`src/rtl/rng_share_if.sv`:
```
// rng_share_if: request/limit/ack bundle between requesters and the shared random source
interface rng_share_if #(
  parameter int NUM_REQ = 4,
  parameter int OUT_W   = 8
);
  localparam int ID_W = $clog2(NUM_REQ);
  logic [NUM_REQ-1:0]       req;
  logic [NUM_REQ*OUT_W-1:0] limit;
  logic [NUM_REQ-1:0]       ack;
  logic [OUT_W-1:0]         rnd_data;
  logic [ID_W-1:0]          gnt_id;
  logic                     busy;
  modport master(output req, limit, input ack, rnd_data, gnt_id, busy);
  modport slave(input req, limit, output ack, rnd_data, gnt_id, busy);
endinterface

```
`src/rtl/rng_share_arbiter.sv`:
```
// rng_share_arbiter: round-robin shared 32-bit LFSR returning bounded random values via masked rejection
module rng_share_arbiter #(
  parameter int          NUM_REQ   = 4,
  parameter int          OUT_W     = 8,
  parameter int          STEPS     = 8,
  parameter int          MAX_TRIES = 4,
  parameter logic [31:0] SEED      = 32'hAAAAAAAA
) (
  input logic       clk,
  input logic       rst,
  input logic       ce,
  rng_share_if.slave bus
);
  localparam int ID_W = $clog2(NUM_REQ);
  localparam int CW   = $clog2(STEPS + 1);
  localparam int TW   = MAX_TRIES > 1 ? $clog2(MAX_TRIES) : 1;
  typedef enum logic [1:0] {IDLE, DRAW, CHECK, ACK} state_t;
  state_t             state, state_n;
  logic [31:0]        lfsr;
  logic               fb;
  logic [ID_W-1:0]    ptr, ptr_n, gid, gid_n, win;
  logic [OUT_W-1:0]   lim_q, lim_n, mask_q, mask_n, data, data_n, sel_lim, cand;
  logic [CW-1:0]      cnt, cnt_n;
  logic [TW-1:0]      tries, tries_n;
  function automatic logic [OUT_W-1:0] smear(input logic [OUT_W-1:0] v);
    logic [OUT_W-1:0] m;
    m = v;
    for (int s = 1; s < OUT_W; s = s * 2) m = m | (m >> s);
    return m;
  endfunction
  assign fb = ^{lfsr[31], lfsr[29], lfsr[28], lfsr[27], lfsr[23], lfsr[20], lfsr[19], lfsr[17],
                lfsr[15], lfsr[14], lfsr[12], lfsr[11], lfsr[9], lfsr[4], lfsr[3], lfsr[2]};
  assign cand = lfsr[OUT_W-1:0] & mask_q;
  assign sel_lim = bus.limit[win*OUT_W +: OUT_W];
  always_comb begin : nxt
    int j;
    win = '0;
    // descending scan so the lowest offset after the pointer wins
    for (int k = NUM_REQ; k >= 1; k--) begin
      j = int'(ptr) + k;
      j = j >= NUM_REQ ? j - NUM_REQ : j;
      if (bus.req[j]) win = ID_W'(j);
    end
    state_n = state;
    ptr_n   = ptr;
    gid_n   = gid;
    lim_n   = lim_q;
    mask_n  = mask_q;
    cnt_n   = cnt;
    tries_n = tries;
    data_n  = data;
    if (state == IDLE) begin
      if (|bus.req) begin
        state_n = DRAW;
        gid_n   = win;
        lim_n   = sel_lim;
        mask_n  = smear(sel_lim);
        tries_n = '0;
        cnt_n   = CW'(STEPS);
      end
    end else if (state != ACK && !bus.req[gid]) begin
      state_n = IDLE;
    end else if (state == DRAW) begin
      cnt_n   = cnt - CW'(1);
      state_n = cnt == CW'(1) ? CHECK : DRAW;
    end else if (state == CHECK) begin
      if (cand <= lim_q) begin
        data_n  = cand;
        state_n = ACK;
      end else if (tries == TW'(MAX_TRIES - 1)) begin
        data_n  = cand - (lim_q + OUT_W'(1));
        state_n = ACK;
      end else begin
        tries_n = tries + TW'(1);
        cnt_n   = CW'(STEPS);
        state_n = DRAW;
      end
    end else begin
      ptr_n   = gid;
      state_n = IDLE;
    end
  end
  always_ff @(posedge clk) begin
    if (rst) begin
      state  <= IDLE;
      lfsr   <= SEED;
      ptr    <= ID_W'(NUM_REQ - 1);
      gid    <= '0;
      lim_q  <= '0;
      mask_q <= '0;
      cnt    <= '0;
      tries  <= '0;
      data   <= '0;
    end else if (ce) begin
      state  <= state_n;
      lfsr   <= {lfsr[30:0], fb};
      ptr    <= ptr_n;
      gid    <= gid_n;
      lim_q  <= lim_n;
      mask_q <= mask_n;
      cnt    <= cnt_n;
      tries  <= tries_n;
      data   <= data_n;
    end
  end
  assign bus.ack      = state == ACK ? NUM_REQ'(1) << gid : '0;
  assign bus.rnd_data = data;
  assign bus.gnt_id   = gid;
  assign bus.busy     = state != IDLE;
endmodule

```
`src/flat_wrapper.sv`:
```
// flat-port wrapper written by rule: the top's interface ports become plain ports
module rng_share_arbiter_flat 
#(
  parameter int          NUM_REQ   = 4,
  parameter int          OUT_W     = 8,
  parameter int          STEPS     = 8,
  parameter int          MAX_TRIES = 4,
  parameter logic [31:0] SEED      = 32'hAAAAAAAA
)
  (clk, rst, ce, bus_req, bus_limit, bus_ack, bus_rnd_data, bus_gnt_id, bus_busy);
  rng_share_if #(.NUM_REQ(NUM_REQ), .OUT_W(OUT_W)) bus_i ();
  input logic clk;
  input logic rst;
  input logic ce;
  input wire logic [$bits(bus_i.req)-1:0] bus_req;
  input wire logic [$bits(bus_i.limit)-1:0] bus_limit;
  output wire logic [$bits(bus_i.ack)-1:0] bus_ack;
  output wire logic [$bits(bus_i.rnd_data)-1:0] bus_rnd_data;
  output wire logic [$bits(bus_i.gnt_id)-1:0] bus_gnt_id;
  output wire logic [$bits(bus_i.busy)-1:0] bus_busy;
  assign bus_i.req = bus_req;
  assign bus_i.limit = bus_limit;
  assign bus_ack = bus_i.ack;
  assign bus_rnd_data = bus_i.rnd_data;
  assign bus_gnt_id = bus_i.gnt_id;
  assign bus_busy = bus_i.busy;
  rng_share_arbiter #(.NUM_REQ(NUM_REQ), .OUT_W(OUT_W), .STEPS(STEPS), .MAX_TRIES(MAX_TRIES), .SEED(SEED)) u_core (.clk(clk), .rst(rst), .ce(ce), .bus(bus_i));
endmodule
```
`config.mk`:
```
export PLATFORM = sky130hd
export DESIGN_NAME = rng_share_arbiter_flat
export DESIGN_NICKNAME = d
export VERILOG_FILES = /design/src/rtl/rng_share_if.sv /design/src/rtl/rng_share_arbiter.sv /design/src/flat_wrapper.sv
export SDC_FILE = /design/constraint.sdc
export NUM_CORES = 1
export LEC_CHECK = 0
export CORE_MARGIN = 2
export CORE_UTILIZATION = 55
export DETAILED_ROUTE_END_ITERATION = 10
export PLACE_DENSITY_LB_ADDON = 0.15
export SLEW_MARGIN = 30
export SYNTH_ARGS = -nofsm -noshare
export SYNTH_HDL_FRONTEND = slang
export SYNTH_SLANG_ARGS = --single-unit
```
`constraint.sdc`:
```
create_clock -name clk -period 2.54 [get_ports clk]
set_input_delay 0.381 -clock clk [delete_from_list [all_inputs] [get_ports clk]]
set_output_delay 0.381 -clock clk [all_outputs]
set_load 0.02 [all_outputs]
```
* Word level (Yosys, flattened, before mapping)
Index checks and enable logic that the tools add are counted.
Cells by class: $add $sub $neg 12, order comparisons 10, equal/unequal tests 13, shift-type cells 2, muxes and demuxes 47, bitwise operators 8, reduce and logical (&&, ||, !) cells 15
Operators with widths (count):
- >= comparator 32 x 4 -> 1 bit, second input constant | 4
- < comparator 32 x 4 -> 1 bit, second input constant | 4
- two-way mux 32 bit | 4
- subtractor 32 x 4 -> 32 bit, second input constant | 4
- two-way mux 2 bit | 19
- two-way mux 4 bit | 8
- indexed part select 32 x 6 -> 8 bit | 1
- two-way mux 8 bit | 2
- parity 16 bit | 1
- AND reduction 6 bit | 2
- binary-select mux 1 bit (select 2 bit) | 5
- two-way mux 1 bit | 9
- adder 8 x 1 -> 8 bit, second input constant | 1
- AND 8 bit | 1
- <= comparator 8 bit | 1
- inequality test 2 x 1 -> 1 bit, second input constant | 4
- bitwise OR 8 x 4 -> 8 bit | 1
- bitwise OR 8 x 6 -> 8 bit | 1
- bitwise OR 8 x 7 -> 8 bit | 1
- subtractor 8 bit | 1
- AND reduction 7 bit | 1
- adder 2 x 2 -> 3 bit, second input constant | 2
- == test 2 bit, second input constant | 3
- inequality test 3 x 1 -> 1 bit, second input constant | 2
- other kinds (19) | 25
Storage, ports and cells: bits in registers 68, output and inout port bits 15, word-level logic and storage cells 116

* Longest topological paths before layout
word-level depth 14, gate-level depth with buffers 10, depth with buffers taken out 10

* Least setup slack after synthesis
Ideal clock, no wire load.
path type reg2reg, from reg u_core.lfsr[4], to reg u_core.tries[0], data arrival time 2.041 ns, slack 0.429 ns, stages on the path, launching flop included 9, buffers on the path 0, cell sequence dfxtp_1 > and2_1 > ha_1 > and4_1 > nand4_1 > o2111ai_2 > o21a_1 > or4_1 > a21oi_1
On the way: word-level cells in the longest chain between the ends 4
RTL lines:
- from (decl) | line rng_share_arbiter.sv:19 | logic [31:0] lfsr;
- from (signal assigned) | line rng_share_arbiter.sv:96 | lfsr <= {lfsr[30:0], fb};
- AND 8 bit | line rng_share_arbiter.sv:33 | assign cand = lfsr[OUT_W-1:0] & mask_q;
- <= comparator 8 bit | line rng_share_arbiter.sv:67 | if (cand <= lim_q) begin
- inequality test 2 x 1 -> 1 bit (no line)
- AND reduction 7 bit (no line)
- to (signal assigned) | line rng_share_arbiter.sv:102 | tries <= tries_n;
- to (decl) | line rng_share_arbiter.sv:24 | logic [TW-1:0] tries, tries_n;
No other way between the ends. A chain may end at the register's enable or synchronous reset.

* Worst setup path after layout
from reg u_core.lfsr[2], to reg u_core.tries[0]
Same word-level chain as after synthesis.

==> metrics.md <==
| Metric | Value |
|---|---|
| FF-to-FF path depth | 8 |
| Post-DP Area | 0.00454 mm2 |
| Total number of vias | 3,382 |
| Max clock buf depth | 2 |
| 1st-pass router iterations | 4 |
| Seq/Total Area, Yosys | 34.7% |
| Area grow syn2layout | 22.3% |
| Largest net degree at the start of global routing | between 50 and 60 |
| Distinct cells, synth | 57 |
| Final wirelength | 8770 um |
| Yosys warns | 0 |
| Lkg Pwr | between 0.0015 and 0.002 uW |
| Root buffer cell | clkbuf_8 |
| Post-DP HPWL | 6650 um |
| Slew margin rel. | 60.0% |
| Crit Path Class | flip-flop to flip-flop |
| Port bufs | 53 |
| Max VDD drop | 528 uV |
| First-pass GRT wire length | 14,600 um |
| DR iter-0 viols | 218 |
| Min-Delay Path Depth | 2 |
| Non-Filler Instances | 601 |
| Cell area after synthesis | roughly 0.0039 mm2 |
| Ys flop type | dfxtp_1 |
| Post-synthesis instance total | 444 |
| Rows | 30 |
| Vias per cell | approximately 5.6 |
| Period utilisation layout | 92.7% |
| Status | completed |
| DRC | 0 |
| R2r endpoint | u_core.tries[0] |
| Largest cells by area after synthesis | dfxtp_1 35%, mux2i_1 6.7%, a211o_1 4.5% |
| Crit. Startpoint | u_core.lfsr[2] |
| CP arrival | between 2 and 3 ns |
| Pwr dens | between 500 and 600 mW/mm2 |
| Startpoint Class | flip-flop |
| Syn nets | ~500 |
| Routability cong. | 0.908 |
| H-tree depth | 3 |
| Worst Hold End | u_core.state[0] |
| Final Max Tran Viols | 0 |
| Post-synth ARST share | 0% |
| Die area | 0.00771 mm2 |
| Global route total overflow | 0 |
| Final instance area | 0.00472 mm2 |
| Die height | 87.8 um |
| R2r startpoint | u_core.lfsr[2] |
| Avg Inst Size Synth | 8.70 um2 |
| Clk_skew | roughly 0.010 ns |
| CTS clk-pin slew, worst paths | 0.07 ns |
| Initial antenna violation count | 0 |
| Maximum capacitance violations | 0 |
| Clk_lat worst skew | approximately 0.36 ns |
| Worst hold path startpoint | rst |
| CP Max Fanout | 6 |
| Post-DR wirelength/cell | ~15 um |
| I/O Pins | 54 |
| Final nets | 551 |
| Synth area leader | dfxtp_1 |
| Hold Crit Class | input pin to flip-flop |
| Layout cells sized above 1 | 9.90% |
| Placed Instances | 585 |
| CP required | 2.83 ns |
| Tot GR Track Use | 24.2% |
| Post-synth EDFFs | 0 |
| CP endpoint kind | flip-flop |
| Vias in the first global route | 3,161 |
| RSZ-0062 raised after global routing | false |
| N_diodes | 0 |
| FF-to-FF setup slack | ~0.18 ns |
| Post-route ant nets | 0 |
| CTS buffer count | 9 |
| Final Hold Vio Count | 0 |
| Actual slew at the worst max-slew pin | around 0.60 ns |
| Starting Density | 56.9% |
| CTS tree | done |
| Share of the synthesized area in the top cell type | 34.7% |
| Final setup fails | 0 |
| FMAX | 425 MHz |
| Min Tclk post-route | between 2 and 2.5 ns |
| Yosys reg bits | 67 |
| Die width | 87.8 um |
| Setup tns final | 0 ns |
| CTS Sinks | 67 |
| Core area | approximately 0.0068 mm2 |
==> how the worst max path moves through the flow <==
stage                                   endpoint  slack, ns  cells past startpoint
final                            u_core.tries[0]       0.18                      8
after global routing      u_core.bus.rnd_data[0]       0.03                      9
after CTS                 u_core.bus.rnd_data[2]       0.17                      9
after detailed placement        u_core.mask_q[0]       0.04                      9
after global placement           u_core.lim_q[4]       0.09                      9
after floorplan                  u_core.tries[0]       0.43                      8
==> repair_timing <==
action	CTS	global route
resized for setup	0	2
buffers inserted	0	0
hold buffers	0	0
endpoints found under the setup margin	0	1
==> cell type report <==
type,instances,area [um2]
multi-input combinational,333,2330
sequential,67,1340
tap,96,120
inverter,17,63.8
timing repair buffer,72,692
fill,546,2070
clock inverter,7,53.8
clock buffer,9,124
==> per-layer routing <==
metal / GRT usage, % / up-vias / routed length, um
li1: - / 1735 / -
met4: 7.97 / 0 / 165
met1: 30.8 / 1577 / 4040
met3: 5.56 / 15 / 317
met5: 0 / - / 0
met2: 40.6 / 55 / 4240
==> through the flow <==
stage                     hold slack [ns]  setup WS [ns]  utilization (%)  power (uW)
final                               0.414          0.185             69.5        2720
after global routing                0.431         0.0288             69.5        2870
after CTS                           0.404          0.169             69.4        2740
after detailed placement            0.448         0.0357             66.8        1940
after global placement              0.441         0.0949             66.8        1920
after floorplan                     0.435          0.429                -        1720
==> flip-flops by register name, summed over array words and instances, names as in the netlist <==
register and cells:
u_core.bus.gnt_id 2, u_core.mask_q 8, u_core.ptr 2, u_core.tries 2
u_core.lim_q 7, u_core.state 2, u_core.lfsr 32, u_core.cnt 4
u_core.bus.rnd_data 8
==> power by group <==
| group | internal [uW] | leakage (uW) | switching (uW) |
|---|---|---|---|
| logic | 367 | 0.00120 | 376 |
| registers | 1130 | 0.000554 | 60.9 |
| clock network | 357 | 0.0000818 | 429 |
==> cell families (layout without fill, tap and decap cells) <==
group	count (synthesis)	in the layout	synth area share (%)
xor+xnor	19	19	4.31
compound gates	127	127	24.5
flops	67	67	34.7
fa+ha+maj	12	12	4.08
mux	28	28	7.71
simple gates	147	147	19.6
buf+inv	44	105	5.09
==> cells in the final DEF (no fill, tap or decap), drive strengths merged, types with 6 or more instances in the layout <==
cell           netlist  layout
a211o               20      20
a211oi              22      22
a21oi               25      25
and2                 6       6
buf                 14      21
clkbuf              13       9
clkdlybuf4s50        0      51
dfxtp               67      67
ha                  11      11
inv                 17      18
mux2i               26      26
nand2               30      30
nand2b               8       8
nor2                42      42
nor2b               21      21
nor3                 9       9
nor4                 9       9
o211ai               6       6
o21a                10      10
o21ai               12      12
or3                  7       7
xnor2               15      15
==> cells in the mapped netlist, types with 3 or more instances <==
cell	number
dfxtp_1	67
ha_1	11
buf_2	7
nor3_1	8
o21a_1	10
o211ai_1	6
a21o_1	5
and2_1	6
inv_1	17
xor2_1	4
nand4_1	3
o21ai_0	11
a211o_1	20
nand3_1	4
a311o_1	5
clkbuf_1	13
a41oi_1	3
mux2i_1	26
nor2_1	41
nand2b_1	8
or3_1	7
a311oi_1	4
buf_1	3
a21oi_1	23
nand2_1	30
nor4_1	9
or4_1	3
a211oi_1	22
nor2b_1	20
xnor2_1	15
==> critical path: stages (launching register included) <==
cell       delay (ns)
dfxtp_1          0.36
and2_1           0.18
ha_2             0.41
o21ai_2          0.09
a21oi_2          0.16
o2111ai_2        0.21
o21a_1           0.27
or4_1            0.48
a21oi_1          0.13
No activity file was read; power rests on OpenSTA's default activity.
